[config.mk]
export PLATFORM = sky130hd
export DESIGN_NAME = jk_bank_sequencer
export DESIGN_NICKNAME = d
export VERILOG_FILES = /design/src/rtl/jk_bank_sequencer.sv
export SDC_FILE = /design/constraint.sdc
export NUM_CORES = 1
export LEC_CHECK = 0
export ABC_CLOCK_PERIOD_IN_PS = 1570
export CORE_MARGIN = 2
export CORE_UTILIZATION = 37
export DETAILED_ROUTE_END_ITERATION = 8
export GPL_TIMING_DRIVEN = 0
export SLEW_MARGIN = 20
export SYNTH_ARGS = -nofsm -noshare
export SYNTH_HDL_FRONTEND = slang
export SYNTH_SLANG_ARGS = --single-unit
[constraint.sdc]
create_clock -name clk -period 1.57 [get_ports clk]
set_clock_uncertainty 0.1 [all_clocks]
set_input_delay 0.2355 -clock clk [delete_from_list [all_inputs] [get_ports clk]]
set_output_delay 0.2355 -clock clk [all_outputs]
set_load 0.01 [all_outputs]
[src/rtl/jk_bank_sequencer.sv]
// Command-driven sequencer for a bank of JK flip-flops: clear, load, toggle,
// count up/down and shift-left, every bit advancing through the JK equation.
module jk_bank_sequencer #(
  parameter int WIDTH   = 4,
  parameter int COUNT_W = 4
) (
  input  logic               clk,
  input  logic               rst,
  input  logic               cmd_valid,
  output logic               cmd_ready,
  input  logic [2:0]         cmd_op,
  input  logic [WIDTH-1:0]   cmd_data,
  input  logic [COUNT_W-1:0] cmd_count,
  input  logic               ser_in,
  output logic [WIDTH-1:0]   q,
  output logic [WIDTH-1:0]   q_n,
  output logic [WIDTH-1:0]   j_vec,
  output logic [WIDTH-1:0]   k_vec,
  output logic               busy,
  output logic               done
);

  typedef enum logic [1:0] {
    ST_IDLE = 2'd0,
    ST_RUN  = 2'd1,
    ST_DONE = 2'd2
  } state_t;

  localparam logic [2:0] OP_NOP    = 3'd0;
  localparam logic [2:0] OP_CLEAR  = 3'd1;
  localparam logic [2:0] OP_LOAD   = 3'd2;
  localparam logic [2:0] OP_UP     = 3'd3;
  localparam logic [2:0] OP_DOWN   = 3'd4;
  localparam logic [2:0] OP_TOGGLE = 3'd5;
  localparam logic [2:0] OP_SHL    = 3'd6;

  localparam logic [COUNT_W-1:0] STEP_ONE  = COUNT_W'(1);
  localparam logic [COUNT_W-1:0] STEP_ZERO = COUNT_W'(0);

  state_t             state_r;
  logic [WIDTH-1:0]   q_r;
  logic [WIDTH-1:0]   qn_r;
  logic [2:0]         op_r;
  logic [WIDTH-1:0]   data_r;
  logic [COUNT_W-1:0] steps_r;
  logic               ready_r;
  logic               busy_r;
  logic               done_r;

  logic [WIDTH-1:0]   up_t_s;
  logic [WIDTH-1:0]   dn_t_s;
  logic [WIDTH-1:0]   j_s;
  logic [WIDTH-1:0]   k_s;
  logic [WIDTH-1:0]   q_next_s;
  logic [COUNT_W-1:0] steps_in_s;

  // Ripple toggle enables: a bit flips when every lower bit is 1 (up) or 0 (down)
  always_comb begin
    up_t_s    = '0;
    dn_t_s    = '0;
    up_t_s[0] = 1'b1;
    dn_t_s[0] = 1'b1;
    for (int i = 1; i < WIDTH; i++) begin
      up_t_s[i] = up_t_s[i-1] & q_r[i-1];
      dn_t_s[i] = dn_t_s[i-1] & ~q_r[i-1];
    end
  end

  // J/K drive for the current step; zero outside RUN so the bank holds
  always_comb begin
    j_s = '0;
    k_s = '0;
    if (state_r == ST_RUN) begin
      case (op_r)
        OP_CLEAR: begin
          j_s = '0;
          k_s = '1;
        end
        OP_LOAD: begin
          j_s = data_r;
          k_s = ~data_r;
        end
        OP_UP: begin
          j_s = up_t_s;
          k_s = up_t_s;
        end
        OP_DOWN: begin
          j_s = dn_t_s;
          k_s = dn_t_s;
        end
        OP_TOGGLE: begin
          j_s = data_r;
          k_s = data_r;
        end
        OP_SHL: begin
          j_s = {q_r[WIDTH-2:0], ser_in};
          k_s = ~{q_r[WIDTH-2:0], ser_in};
        end
        default: begin
          j_s = '0;
          k_s = '0;
        end
      endcase
    end else begin
      j_s = '0;
      k_s = '0;
    end
  end

  // JK next-state equation shared by every bit
  always_comb begin
    q_next_s = (j_s & ~q_r) | (~k_s & q_r);
  end

  // Multi-step ops take max(count,1) steps; all others take one
  always_comb begin
    steps_in_s = STEP_ONE;
    case (cmd_op)
      OP_UP, OP_DOWN, OP_SHL: begin
        if (cmd_count == STEP_ZERO) begin
          steps_in_s = STEP_ONE;
        end else begin
          steps_in_s = cmd_count;
        end
      end
      default: steps_in_s = STEP_ONE;
    endcase
  end

  // Control FSM, bank state and registered status flags
  always_ff @(posedge clk) begin
    if (rst) begin
      state_r <= ST_IDLE;
      q_r     <= '0;
      qn_r    <= '1;
      op_r    <= OP_NOP;
      data_r  <= '0;
      steps_r <= STEP_ZERO;
      ready_r <= 1'b1;
      busy_r  <= 1'b0;
      done_r  <= 1'b0;
    end else begin
      q_r  <= q_next_s;
      qn_r <= ~q_next_s;
      case (state_r)
        ST_IDLE: begin
          if (cmd_valid && ready_r) begin
            op_r    <= cmd_op;
            data_r  <= cmd_data;
            steps_r <= steps_in_s;
            state_r <= ST_RUN;
            ready_r <= 1'b0;
            busy_r  <= 1'b1;
          end
        end
        ST_RUN: begin
          steps_r <= steps_r - STEP_ONE;
          if (steps_r == STEP_ONE) begin
            state_r <= ST_DONE;
            done_r  <= 1'b1;
          end
        end
        ST_DONE: begin
          state_r <= ST_IDLE;
          done_r  <= 1'b0;
          busy_r  <= 1'b0;
          ready_r <= 1'b1;
        end
        default: begin
          state_r <= ST_IDLE;
          done_r  <= 1'b0;
          busy_r  <= 1'b0;
          ready_r <= 1'b1;
        end
      endcase
    end
  end

  assign cmd_ready = ready_r;
  assign busy      = busy_r;
  assign done      = done_r;
  assign q         = q_r;
  assign q_n       = qn_r;
  assign j_vec     = j_s;
  assign k_vec     = k_s;

endmodule
# Word-level counts from Yosys, hierarchy flattened
# Index checks and enable logic that the tools add are counted.
# totals
output_inout_bits	19
in_bits	15
elab_cells	68
regBits	24
# classes
mux	17
n_reduce_logical	11
add_sub_neg	1
n_bitwise	17
n_eq_ne	13
# ops
cell	count
$pmux W4 S6	1
$mux W4	5
$not A4 Y4	5
$pmux W4 S4	1
$eq A3 B3 Y1 const B	5
$reduce_and A2 Y1	5
$eq A3 B2 Y1 const B	3
$and A4 B4 Y4	2
$pmux W4 S2	1
$pmux W1 S2	3
$not A1 Y1	5
$and A1 B1 Y1	4
$eq A4 B1 Y1 const B	1
$logic_not A4 Y1	1
$mux W2	2
$or A4 B4 Y4	1
$pmux W2 S2	1
$sub A4 B1 Y4 const B	1
$eq A3 B1 Y1 const B	1
$mux W1	3
$reduce_or A3 Y1	1
$eq A2 B1 Y1 const B	1
$logic_not A2 Y1	1
$ne A2 B1 Y1 const B	1
other kinds (4)	4

# Logic depth before layout (Yosys ltp)
# depth
depth_word	9
ltp_mapped	6
ltp_nobuf	5

# Least setup slack after synthesis
# Ideal clock, no wire load.
# synth_timing
kind	flip-flop to output port
start	register q_r[0] (netlist: q[0])
end	output k_vec[2]
setup_slack_ps	43
path_stages_with_launch	5
n_path_buf	1
arrival_ps	1191
required_ps	1234
cell_sequence	dfxtp_1 > buf_6 > nor2b_1 > a221o_1 > and3_1
# synth_via
elab_chain_cells	4
elab_cells_between_ends	5
cone_classes	mux (2); bitwise (3)
# synth_rtl
element	line_no	source
from (decl)	41	logic [WIDTH-1:0] q_r;
from (signal assigned)	143	q_r <= q_next_s;
$not A1 Y1	65	dn_t_s[i] = dn_t_s[i-1] & ~q_r[i-1];
$and A1 B1 Y1	65	
$pmux W4 S6 (*)	74	case (op_r)
$mux W4 (*)	73	if (state_r == ST_RUN) begin
to (decl)	18	output logic [WIDTH-1:0] k_vec,
# Every way passes the cells marked *; elsewhere a longest branch is shown, timed or not.

# Final worst setup path
# Ends and elaborated chain as after synthesis.

==> flow_results.xml <==
<?xml version="1.0" encoding="UTF-8"?>
<metrics>
  <group name="worst_hold_path">
    <metric name="min_delay_path_depth" unit="">2</metric>
    <metric name="worst_hold_path_type" unit="">input pin to register</metric>
  </group>
  <group name="run_status">
    <metric name="run_status" unit="">finished with violations</metric>
    <metric name="violations" unit="">negative setup slack</metric>
  </group>
  <group name="clocking">
    <metric name="cts_buffers" unit="">3</metric>
    <metric name="htree_num_levels" unit="">1</metric>
    <metric name="cts.clk_slew.worst_paths" unit="ns">0.09</metric>
    <metric name="clock_sinks" unit="">24</metric>
    <metric name="later_pin_clock_latency_in_the_skew_report" unit="ns">0.27</metric>
    <metric name="cts_tree" unit="">built</metric>
    <metric name="clock-root-buffer" unit="">sky130_fd_sc_hd__clkbuf_8</metric>
    <metric name="ctsLongestPathBuffers" unit="">2</metric>
    <metric name="postCtsHoldBufs" unit="">0</metric>
  </group>
  <group name="yosys">
    <metric name="ys_dominant_reg_cell" unit="">sky130_fd_sc_hd__dfxtp_1</metric>
    <metric name="synth_async_sr_flop_share" unit="%">0</metric>
    <metric name="synth_mux_area_share" unit="%">2.14</metric>
    <metric name="synth_commonest_cells" unit="">sky130_fd_sc_hd__dfxtp_1 (24), sky130_fd_sc_hd__nand2_1 (20), sky130_fd_sc_hd__a21oi_1 (14), sky130_fd_sc_hd__nor2_1 (12), sky130_fd_sc_hd__o21ai_1 (8)</metric>
    <metric name="post_synth_num_cell_types" unit="">48</metric>
    <metric name="synth_top_family_by_area" unit="">compound AO/OA/AOI/OAI gates</metric>
    <metric name="syn_area_per_cell" unit="um^2">8.32</metric>
    <metric name="post-synth-top-count-cell" unit="">sky130_fd_sc_hd__dfxtp_1</metric>
    <metric name="synth-seq-area-share" unit="%">34.2</metric>
    <metric name="register_bit_count_reported_by_yosys" unit="">24</metric>
    <metric name="syn_nets" unit="">186</metric>
    <metric name="edff_count_synth" unit="">0</metric>
    <metric name="post_synth_xor_area_fraction" unit="%">1.25</metric>
    <metric name="synth_top_area_cell" unit="">sky130_fd_sc_hd__dfxtp_1</metric>
    <metric name="yosys.area_share.simple" unit="%">24.5</metric>
    <metric name="synthesized_area_fraction_occupied_by_ao_oa_aoi_and_oai_cells" unit="%">27.6</metric>
    <metric name="syn_area" unit="um^2">1410</metric>
    <metric name="synthCells" unit="">169</metric>
    <metric name="netlist.area_leader.share" unit="%">34.2</metric>
    <metric name="synth_top_cells_by_area" unit="">sky130_fd_sc_hd__dfxtp_1 (34%), sky130_fd_sc_hd__nand2_1 (5.3%), sky130_fd_sc_hd__a21oi_1 (5.0%)</metric>
    <metric name="synthAdderAreaFrac" unit="%">1.78</metric>
    <metric name="synth-warning-count" unit="">0</metric>
  </group>
  <group name="sta">
    <metric name="timing.final.setup_violations" unit="">14</metric>
    <metric name="timing.final.crit_share" unit="%">119</metric>
    <metric name="worst-slew-pin-transition" unit="ns">0.417</metric>
    <metric name="slew_violations" unit="">0</metric>
    <metric name="timing_hold_violations_final" unit="">0</metric>
    <metric name="slew_headroom" unit="%">71.4</metric>
    <metric name="fin_crit" unit="ns">1.87</metric>
    <metric name="rsz_0062_raised_after_global_routing" unit="">yes</metric>
    <metric name="top_achievable_clock_speed" unit="MHz">534</metric>
    <metric name="timing.final.ws_setup" unit="ns">-0.302</metric>
  </group>
  <group name="drt">
    <metric name="wl" unit="mm">3.90</metric>
    <metric name="via_count_normalized_by_instance_count" unit="">5.46</metric>
    <metric name="routed-via-count" unit="">1469</metric>
    <metric name="drt_iter0_drc" unit="">54</metric>
    <metric name="post-route-drc-count" unit="">0</metric>
    <metric name="drt_first_pass_iters" unit="">4</metric>
    <metric name="detail_route.wl_per_cell" unit="um">14.5</metric>
    <metric name="postRouteAntennaNets" unit="">0</metric>
  </group>
  <group name="worst_setup_path">
    <metric name="timing.critical_path.max_delay_family" unit="">flip-flops</metric>
    <metric name="crit_arrival" unit="ns">1.54</metric>
    <metric name="crit_path_max_fanout" unit="">9</metric>
    <metric name="required" unit="ns">1.23</metric>
    <metric name="r2r.worst_path.cells" unit="">6</metric>
    <metric name="slowest_stage" unit="">sky130_fd_sc_hd__dfxtp_2</metric>
    <metric name="critPathLaunchType" unit="">register</metric>
    <metric name="path_length_in_cells_of_the_critical_path" unit="">5</metric>
    <metric name="end_kind" unit="">primary output</metric>
    <metric name="critPathMaxStageDelay" unit="ns">0.34</metric>
    <metric name="cp_num_buf_inv" unit="">2</metric>
    <metric name="crit_chain" unit="">buf_8 &gt; nor2b_4 &gt; a221o_1 &gt; and3_1 &gt; buf_2</metric>
    <metric name="crit_type" unit="">register to primary output</metric>
  </group>
  <group name="place">
    <metric name="dpl_cell_area" unit="um^2">1790</metric>
    <metric name="port_buffers" unit="">32</metric>
    <metric name="dpl_worst_slack" unit="ns">-0.551</metric>
    <metric name="dp_hpwl" unit="mm">2.69</metric>
    <metric name="place_congestion" unit="">0.779</metric>
  </group>
  <group name="global_routing">
    <metric name="grt_max_degree" unit="">14</metric>
    <metric name="grt-ovfl-total" unit="">0</metric>
    <metric name="global_route_wire_length_before_repair" unit="mm">6.14</metric>
    <metric name="antenna_found_initial" unit="">0</metric>
    <metric name="grt_use_total" unit="%">18.2</metric>
    <metric name="first_global_vias" unit="">1323</metric>
  </group>
  <group name="layout">
    <metric name="final_layout_size_suffix_gt1_share" unit="%">29.4</metric>
    <metric name="final_net_count" unit="">239</metric>
    <metric name="antenna_cells_inserted" unit="">0</metric>
    <metric name="area.growth.synth_to_final" unit="%">52.2</metric>
    <metric name="design_area" unit="um^2">2140</metric>
  </group>
  <group name="power">
    <metric name="intPower" unit="mW">1.16</metric>
    <metric name="sequentialPowerShare" unit="%">41.8</metric>
    <metric name="ir_drop" unit="mV">0.386</metric>
    <metric name="swShare" unit="%">31.0</metric>
    <metric name="power.density" unit="nW/um^2">783</metric>
    <metric name="cellLeakagePower" unit="nW">0.850</metric>
    <metric name="pwr-share-comb" unit="%">32.6</metric>
    <metric name="switching_power" unit="mW">0.520</metric>
    <metric name="power_frac_clock" unit="%">25.6</metric>
  </group>
  <group name="die">
    <metric name="die_y" unit="um">65.7</metric>
    <metric name="floorplan.rows" unit="">22</metric>
    <metric name="core_region_area" unit="um^2">3660</metric>
    <metric name="dieArea" unit="um^2">4310</metric>
    <metric name="initial_core_util" unit="%">38.4</metric>
    <metric name="die_x" unit="um">65.7</metric>
    <metric name="boundaryPins" unit="">34</metric>
  </group>
  <group name="flow_run">
    <metric name="drv_cap" unit="">0</metric>
  </group>
</metrics>
## sequential cells by signal (all words and copies together) (netlist names)
name,cells
done,1
state_r,2
op_r,3
steps_r,4
cmd_ready,1
q,4
q_n,4
busy,1
data_r,4
## repair_timing
action | CTS | global route
cloned | 1 | 0
endpoints found under the setup margin | 11 | 24
buffers inserted | 7 | 9
pin swaps | 9 | 8
resized for setup | 65 | 18
## kinds of logic after synthesis
logic type / count (synthesis)
mux: 3
buf+inv: 21
fa+ha+maj: 2
flops: 24
compound gates: 51
xor+xnor: 2
simple gates: 66
## layout make-up
type,instances,area (um^2)
inverter,8,33.8
tap,48,60.1
timing repair buffer,49,454
multi-input combinational,124,922
clock buffer,4,55.1
sequential,24,498
fill,319,1520
buffer,12,118
## routing by layer
metal / up-vias / wire, um / GRT usage (%)
met5: - / 0 / 0
met4: 0 / 68 / 6.77
met3: 10 / 180 / 2.23
met2: 45 / 1860 / 30.2
met1: 697 / 1790 / 24.1
li1: 717 / - / -
## power by group through the flow
stage	Combinational [mW]	Clock [mW]	Sequential [mW]
4_1_cts	0.514	0.441	0.698
3_5_place_dp	0.440	0	0.708
5_1_grt	0.594	0.469	0.709
6_report	0.547	0.429	0.701
2_1_floorplan	0.298	0	0.705
3_3_place_gp	0.435	0	0.708
## per-stage QoR
| stage | util (%) | hold slack (ns) | setup TNS [ns] | std cells | power, mW |
|---|---|---|---|---|---|
| after floorplan | - | 0.271 | 0 | 169 | 1.00 |
| after global placement | 48.8 | 0.378 | -5.21 | 249 | 1.14 |
| after detailed placement | 48.8 | 0.383 | -5.54 | 249 | 1.15 |
| after CTS | 55.0 | 0.249 | -2.55 | 261 | 1.65 |
| after global routing | 58.5 | 0.275 | -3.23 | 269 | 1.77 |
| final | 58.5 | 0.247 | -2.41 | 269 | 1.68 |
## cells in the final DEF, fill, tap and decap left out, drive strengths merged, types with 4 or more instances in the layout
master,n
clkdlybuf4s50,21
nand2,20
nand3,4
inv,7
o21ai,9
dfxtp,24
nor2b,6
clkbuf,8
a21oi,14
nor2,12
nor3,5
buf,32
nand2b,6
## worst paths after layout
check / startpoint / end / slack (ns)
worst min register to register: steps_r[3]$_SDFFE_PP0P_ / steps_r[3]$_SDFFE_PP0P_ / 0.40
worst max-delay path: q[0]$_SDFF_PP0_ / k_vec[2] / -0.30
worst min-delay path: rst / steps_r[0]$_SDFFE_PP0P_ / 0.25
worst max register to register: op_r[2]$_SDFFE_PP0P_ / q[3]$_SDFF_PP0_ / -0.04
No activity file was read; power rests on OpenSTA's default activity.
